==> config.mk <==
export PLATFORM = sky130hd
export DESIGN_NAME = pc_return_stack
export DESIGN_NICKNAME = d
export VERILOG_FILES = /design/src/rtl/rat_stack_pkg.sv /design/src/rtl/stack_ram.sv /design/src/rtl/pc_return_stack.sv
export SDC_FILE = /design/constraint.sdc
export NUM_CORES = 1
export LEC_CHECK = 0
export BUFFER_PORTS_ARGS = -buffer_cell sky130_fd_sc_hd__buf_2
export CORE_ASPECT_RATIO = 0.9
export CORE_MARGIN = 2
export CORE_UTILIZATION = 45
export DETAILED_ROUTE_END_ITERATION = 12
export HOLD_SLACK_MARGIN = 0.1
export PLACE_DENSITY = 0.66
export SETUP_SLACK_MARGIN = 0.15
export SLEW_MARGIN = 5
export SYNTH_ARGS = -nofsm -noshare
export SYNTH_HDL_FRONTEND = slang
export SYNTH_SLANG_ARGS = --single-unit
==> constraint.sdc <==
create_clock -name CLK -period 2.23 [get_ports CLK]
set_input_delay 0.223 -clock CLK [delete_from_list [all_inputs] [get_ports CLK]]
set_output_delay 0.223 -clock CLK [all_outputs]
set_load 0.02 [all_outputs]
==> src/rtl/rat_stack_pkg.sv <==
// Shared types and default sizes for the RAT CPU return stack.
// Imported by the stack top and its storage array.
package rat_stack_pkg;

    localparam int RAT_ADDR_W         = 10;
    localparam int RAT_STK_DEPTH_LOG2 = 5;

    typedef enum logic [1:0] {
        IDLE,
        READ,
        LOAD
    } stk_state_t;

endpackage

==> src/rtl/stack_ram.sv <==
// Return-address storage: synchronous write, registered read.
// The array itself is never reset; entries above SP are don't-care.
module stack_ram #(
    parameter int ADDR_W     = 10,
    parameter int DEPTH_LOG2 = 5
) (
    input  logic                  CLK,
    input  logic                  we,
    input  logic [DEPTH_LOG2-1:0] waddr,
    input  logic [ADDR_W-1:0]     wdata,
    input  logic [DEPTH_LOG2-1:0] raddr,
    output logic [ADDR_W-1:0]     rdata
);

    logic [ADDR_W-1:0] mem [2**DEPTH_LOG2];

    // Write on enable; read address is always sampled, one-cycle latency.
    always_ff @(posedge CLK) begin
        if (we)
            mem[waddr] <= wdata;
        rdata <= mem[raddr];
    end

endmodule

==> src/rtl/pc_return_stack.sv <==
// Call/return address stack feeding the PC load path.
// CALL pushes PC+1; RET pops it and strobes RET_LD two cycles later.
module pc_return_stack
    import rat_stack_pkg::*;
#(
    parameter int ADDR_W     = RAT_ADDR_W,
    parameter int DEPTH_LOG2 = RAT_STK_DEPTH_LOG2
) (
    input  logic                  CLK,
    input  logic                  RST,
    input  logic [ADDR_W-1:0]     PC_COUNT,
    input  logic                  CALL,
    input  logic                  RET,
    input  logic                  CLR_ERR,
    output logic [ADDR_W-1:0]     RET_ADDR,
    output logic                  RET_LD,
    output logic                  BUSY,
    output logic [DEPTH_LOG2:0]   DEPTH,
    output logic                  OVF,
    output logic                  UDF,
    output logic                  COLL
);

    stk_state_t state, state_nx;

    logic [DEPTH_LOG2:0]   sp;
    logic [DEPTH_LOG2-1:0] waddr, raddr;
    logic [ADDR_W-1:0]     wdata, rdata;
    logic idle, full, empty;
    logic do_push, do_pop;
    logic ovf_set, udf_set, coll_set;
    logic busy_nx, ld_nx;

    assign idle  = (state == IDLE);
    assign full  = sp[DEPTH_LOG2];
    assign empty = (sp == '0);

    assign do_push  = idle & CALL & ~RET & ~full;
    assign do_pop   = idle & RET & ~CALL & ~empty;
    assign ovf_set  = idle & CALL & ~RET & full;
    assign udf_set  = idle & RET & ~CALL & empty;
    assign coll_set = idle & CALL & RET;

    assign waddr = sp[DEPTH_LOG2-1:0];
    assign raddr = sp[DEPTH_LOG2-1:0] - {{(DEPTH_LOG2-1){1'b0}}, 1'b1};
    assign wdata = PC_COUNT + {{(ADDR_W-1){1'b0}}, 1'b1};

    assign DEPTH = sp;

    stack_ram #(
        .ADDR_W     (ADDR_W),
        .DEPTH_LOG2 (DEPTH_LOG2)
    ) u_ram (
        .CLK   (CLK),
        .we    (do_push),
        .waddr (waddr),
        .wdata (wdata),
        .raddr (raddr),
        .rdata (rdata)
    );

    // State register; reset aborts any pop in flight.
    always_ff @(posedge CLK) begin
        if (RST)
            state <= IDLE;
        else
            state <= state_nx;
    end

    // Next state: a pop walks IDLE -> READ -> LOAD -> IDLE.
    always_comb begin
        state_nx = state;
        unique case (state)
            IDLE:    if (do_pop) state_nx = READ;
            READ:    state_nx = LOAD;
            LOAD:    state_nx = IDLE;
            default: state_nx = IDLE;
        endcase
    end

    // Output decode from next state so the strobes can be registered.
    always_comb begin
        busy_nx = (state_nx != IDLE);
        ld_nx   = (state_nx == LOAD);
    end

    // Registered handshake outputs.
    always_ff @(posedge CLK) begin
        if (RST) begin
            BUSY   <= 1'b0;
            RET_LD <= 1'b0;
        end else begin
            BUSY   <= busy_nx;
            RET_LD <= ld_nx;
        end
    end

    // Stack pointer doubles as the entry count.
    always_ff @(posedge CLK) begin
        if (RST)
            sp <= '0;
        else if (do_push)
            sp <= sp + 1'b1;
        else if (do_pop)
            sp <= sp - 1'b1;
    end

    // Capture the popped word; held until the next pop.
    always_ff @(posedge CLK) begin
        if (RST)
            RET_ADDR <= '0;
        else if (state == READ)
            RET_ADDR <= rdata;
    end

    // Sticky error flags; a new error beats a same-edge clear.
    always_ff @(posedge CLK) begin
        if (RST) begin
            OVF  <= 1'b0;
            UDF  <= 1'b0;
            COLL <= 1'b0;
        end else begin
            OVF  <= (OVF  & ~CLR_ERR) | ovf_set;
            UDF  <= (UDF  & ~CLR_ERR) | udf_set;
            COLL <= (COLL & ~CLR_ERR) | coll_set;
        end
    end

endmodule

# Word level (Yosys, flattened, before mapping)
# Memory sizes are Yosys's and may differ from the RTL's. A register that Yosys moved wholly into a read port is not among the register bits.
# Cells that the tools add are included.
classes:
  n_addsub: 4
  eq_ne: 2
  muxes: 6
  bitwise_logic: 20
  n_reduce_logical: 4
ops:
  columns: ["cell", "n"]
  rows:
  - ["AND 1 bit", 12]
  - ["2-to-1 mux 6 bit", 2]
  - ["adder 10 x 1 -> 10 bit (second input constant)", 1]
  - ["adder 6 x 1 -> 6 bit (second input constant)", 1]
  - ["zero test 6 bit", 1]
  - ["subtractor 6 x 1 -> 6 bit (second input constant)", 1]
  - ["NOT 1 bit", 5]
  - ["subtractor 5 x 1 -> 5 bit (second input constant)", 1]
  - ["one-hot mux 2 bit (2 select lines)", 1]
  - ["nonzero test 2 bit", 2]
  - ["OR 1 bit", 3]
  - ["== test 2 x 1 -> 1 bit (second input constant)", 1]
  - ["== test 2 bit (second input constant)", 1]
  - ["zero test 2 bit", 1]
  - ["2-to-1 mux 1 bit", 2]
  - ["2-to-1 mux 2 bit", 1]
word_totals:
  regBits: 23
  ram_bits: 320
  inputBits: 15
  output_inout_bits: 21
  n_memories: 1
mem_list:
  columns: ["name", "words", "word_bits", "read_ports", "rd_ports_with_merged_regs", "wr", "line", "source"]
  rows:
  - ["u_ram.mem", 32, 10, 1, 1, 1, "stack_ram.sv:15", "logic [ADDR_W-1:0] mem [2**DEPTH_LOG2];"]

# Logic depth before layout (Yosys ltp)
logic_depth:
  word_depth: 7
  depth_mapped: 11
  depth_no_buf: 9

# Modules after synthesis
# Synthesis repeated with hierarchy kept, for this count alone.
unflattened:
  hier_cells: 869
  area_unflattened_um2: 14163.6
modules_own_cells:
  columns: ["module", "n_inst", "cells_each", "area_each_um2"]
  rows:
  - ["stack_ram", 1, 733, 12993.7]
  - ["pc_return_stack", 1, 136, 1169.9]

# Least setup slack after synthesis
# No wires, ideal clock.
synth_timing:
  kind: "register to register"
  from: "register sp[0] (netlist: DEPTH[0])"
  to: "register u_ram.rdata[0], read port of u_ram.mem"
  setup_time_ps: 141
  t_arrival_ps: 2434
  t_required_ps: 2089
  path_slack_ps: -345
  path_stages_with_launch: 11
  path_buffers: 5
  cell_sequence: "dfxtp_1 buf_6 buf_8 buf_6 inv_2 ha_1 buf_2 clkbuf_1 mux4_2 a211oi_1 a311oi_1"
synth_via:
  elab_chain_len: 1
synth_rtl:
  columns: ["item", "line", "source"]
  rows:
  - ["from (decl)", "pc_return_stack.sv:26", "logic [DEPTH_LOG2:0] sp;"]
  - ["from (signal assigned)", "pc_return_stack.sv:103", "sp <= sp + 1'b1;"]
  - ["from (signal assigned)", "pc_return_stack.sv:105", "sp <= sp - 1'b1;"]
  - ["subtractor 5 x 1 -> 5 bit", "pc_return_stack.sv:45", "assign raddr = sp[DEPTH_LOG2-1:0] - {{(DEPTH_LOG2-1){1'b0}}, 1'b1};"]
  - ["net raddr[0]", "pc_return_stack.sv:27", "logic [DEPTH_LOG2-1:0] waddr, raddr;"]
  - ["to (decl)", "stack_ram.sv:12", "output logic [ADDR_W-1:0] rdata"]
# The timed path passes the listed nets, and every way through them passes these cells.
# A chain may end at the register's enable or synchronous reset.

# Worst setup path in the final report
layout_timing:
  from: "register sp[0] (netlist: DEPTH[0])"
  to: "register u_ram.rdata[6], read port of u_ram.mem"
# The elaborated chain is that of the path after synthesis.

==> results.md <==
* Vias in the first global route at between 7000 and 8000
* Sequential Area at ~10000 µm²
* Inst Count DP at ~1200
* Post-Syn Area at around 14000 µm²
* RR Startpoint: DEPTH[0]
* Die X at between 150 and 200 µm
* Post-route setup TNS at 0 ns
* Crit path cell chain: inv_8 > ha_4 > buf_4 > clkbuf_16 > buf_4 > mux4_2 > nand2_1 > a32o_2 > a311oi_1
* CP required at 2.66 ns
* Critical-path maximum fanout at 7
* # H-tree levels at 2
* Number of synthesized flops with an enable pin at 320
* Hold Crit Class: input port to flop
* Initial core utilization at ~45%
* Die height at 171.2 µm
* Top Ports at 36
* Area grow syn2layout at 20.85%
* Worst Setup Path Type: flop to flop
* CTS Buffer Depth at 3
* P per Cell Area at roughly 1400 nW/µm²
* TritonCTS Sinks at around 350
* Least-Margin Pin Slew at 1.295 ns
* Post-place setup slack at 0.01060 ns
* Fin. Hold Viols at 0
* Cts bufs inserted at 36
* Die ar. at roughly 32000 µm²
* Worst rel slew slack at a little over an eighth
* Worst VDD drop at approximately 710 µV
* DR pass1 iterations at 5
* Grt ovf at 0
* Row count at between 60 and 70
* Hold Path Depth at 2
* Post-route ant nets at 0
* Register bit total from synthesis at between 300 and 400
* Initial antenna violation count at 0
* CP arrival at 2.55 ns
* Crit. End Element: flop
* Outcome: completed
* Clock-pin slew on the worst setup and hold paths at ~0.060 ns
* Clock Latency Late Sink at between 0.5 and 0.6 ns
* Synth Warn # at 0
* Synth top area share at approximately 69%
* CP Launch Point: DEPTH[0]
* Fmax at 0.4715 GHz
* Max-cap check violation count at 0
* Post-Layout Cell Count at about 1300
* Sequential area share after synthesis at between 70% and 80%
* Synth cell types at between 50 and 60
* Final WS setup at roughly 0.11 ns
* CP peak stage delay at ~0.41 ns
* WL/cell at 23.71 µm
* CTS tree: built
* Depth of the worst register-to-register path at 9
* Commonest cells post-synth: edfxtp_1 (320), nand2_1 (77), mux4_2 (63), nor2_1 (46), dfxtp_1 (32)
* Largest net degree at the start of global routing at 36
* Slew Limit Fails at 0
* Core area at 30760 µm²
* Setup-failing EPs final at 0
* Final WL at 30850 µm
* Final Skew at roughly 0.032 ns
* Total nets after synthesis at between 700 and 800
* GRT Util Overall at between 10% and 20%
* Synth Flop Type: edfxtp_1
* Tmin final at between 2 and 2.5 ns
* Layout fillers at between 2000 and 2500
* Slowest cell on the critical path: dfxtp_4
* Layout cell share with drive strength beyond 1 at 34.12%
* Final cycle utilization of the critical path at between 90% and 100%
* Nets@finish at roughly 890
* Port Buf Inserts at 35
* RD Place Congestion at ~0.8
* Worst Hold End: state[1]
* Post-synth top area cell: edfxtp_1
* Gate Count Post-Synth at 730
* Crit-path most repeated cell: buf_4
* Vias at approximately 7200
* Area of the multi-input gates at approximately 3800 µm²
* CP startpoint kind: flop
* DRC at 0
* Top-count cell post-synth: edfxtp_1
* Unrepaired setup endpoints after global routing: yes
* Crit path max-delay family: compound AO/OA/AOI/OAI gates
* R2r endpoint: u_ram.rdata[6]
* Total Power at 22.81 mW
* Syn avg cell area at about 19 µm²
* Initial DRC count at between 700 and 800
* Root Buffer: clkbuf_16
* Cells taking the most area after synthesis: edfxtp_1 (69%), mux4_2 (10%), dfxtp_1 (4.6%)
* Via-per-instance ratio at between 5 and 6
* Async set-or-reset flop fraction in the synthesized netlist at 0%
* R2r setup slk at 0.11 ns
* DP HPWL at 18920 µm
* HP Start: RST
* CP bufs+invs at 4
* P_leak at 5.673 nW
* First-pass GRT wire length at between 40000 and 50000 µm
## how the worst max path moves through the flow
stage	endpoint	slack (ns)	cells after the start
3_5_place_dp	u_ram.rdata[4]	0.01	7
5_1_grt	DEPTH[5]	0.01	9
3_3_place_gp	u_ram.rdata[4]	0.03	7
4_1_cts	u_ram.rdata[8]	0.1	7
6_report	u_ram.rdata[6]	0.11	9
2_1_floorplan	u_ram.rdata[5]	0.10	11
## per-stage QoR
step	util (%)	hold slack [ns]	area, µm²
floorplan	-	0.2921	14140
global placement	49.51	0.4308	15230
detailed placement	49.51	0.4346	15230
CTS	54.16	0.1018	16660
global route	54.89	0.1279	16880
finish	54.90	0.1014	16880
## state kept, by name (all words and copies together) (netlist names)
name and count:
RET_ADDR 10, UDF 1, u_ram.mem 320, OVF 1, BUSY 1, u_ram.rdata 10, COLL 1, DEPTH 6
state 2
## layout make-up
type | count | share of cell area [%]
inverters | 6 | 0.2075
repair buffers | 130 | 6.173
diodes | 1 | 0.01482
flip-flops and latches | 352 | 60.75
clock inverters | 16 | 0.9559
multi-input cells | 338 | 22.37
well taps | 409 | 3.031
clock buffers | 49 | 6.499
## cells in the final DEF (no fill, tap or decap), types with 7 or more instances in the layout
cell type and instances:
edfxtp_1 320, a311oi_1 7, a21oi_1 14, buf_4 77, nand2_1 73, nor2_1 46, mux4_1 16, mux4_2 64
and2_1 11, dfxtp_1 30, clkbuf_16 43, nand3_1 8, a211oi_1 7, buf_2 35
## power by group
group	total [mW]	switching (mW)	leakage (nW)	internal, mW
combinational	8.81	4.67	1.91	4.14
sequential	7.76	0.190	3.14	7.57
clock	6.24	2.43	0.616	3.81
## repair_timing
action | in CTS | in global routing
hold buffers | 3 | 0
resized for setup | 20 | 28
buffers inserted | 4 | 10
endpoints found under the hold margin | 4 | 0
gates cloned | 1 | 1
setup endpoints to repair | 192 | 90
pin swaps | 4 | 7
## metal layers
| metal | track usage [%] | vias up | part of all wire [%] |
|---|---|---|---|
| li1 | - | 3222 | - |
| met1 | 27.01 | 3769 | 42 |
| met2 | 31.77 | 208 | 50 |
| met3 | 2.790 | 48 | 5.9 |
| met4 | 5.190 | 0 | 2.0 |
| met5 | 0 | - | 0 |
## worst register-to-register path, stage by stage, from the launching register on
cell       delay [ns]
dfxtp_4          0.41
inv_8            0.05
ha_4             0.31
buf_4            0.17
clkbuf_16        0.15
buf_4            0.13
mux4_2           0.25
nand2_1          0.07
a32o_2           0.33
a311oi_1         0.18
## logic make-up (layout without fill, tap and decap cells)
logic type / after synthesis / after routing / synth area share, %
AND/OR/NAND/NOR: 159 / 159 / 5.033
multiplexers: 93 / 93 / 14.29
buffers and inverters: 40 / 201 / 1.827
flip-flops: 352 / 352 / 73.36
AO/OA/AOI/OAI: 61 / 61 / 3.600
XOR/XNOR: 15 / 15 / 0.9403
adder cells (fa/ha/maj): 10 / 10 / 0.9492
other: 0 / 1 / 0
(Power assumes the default switching activity.)
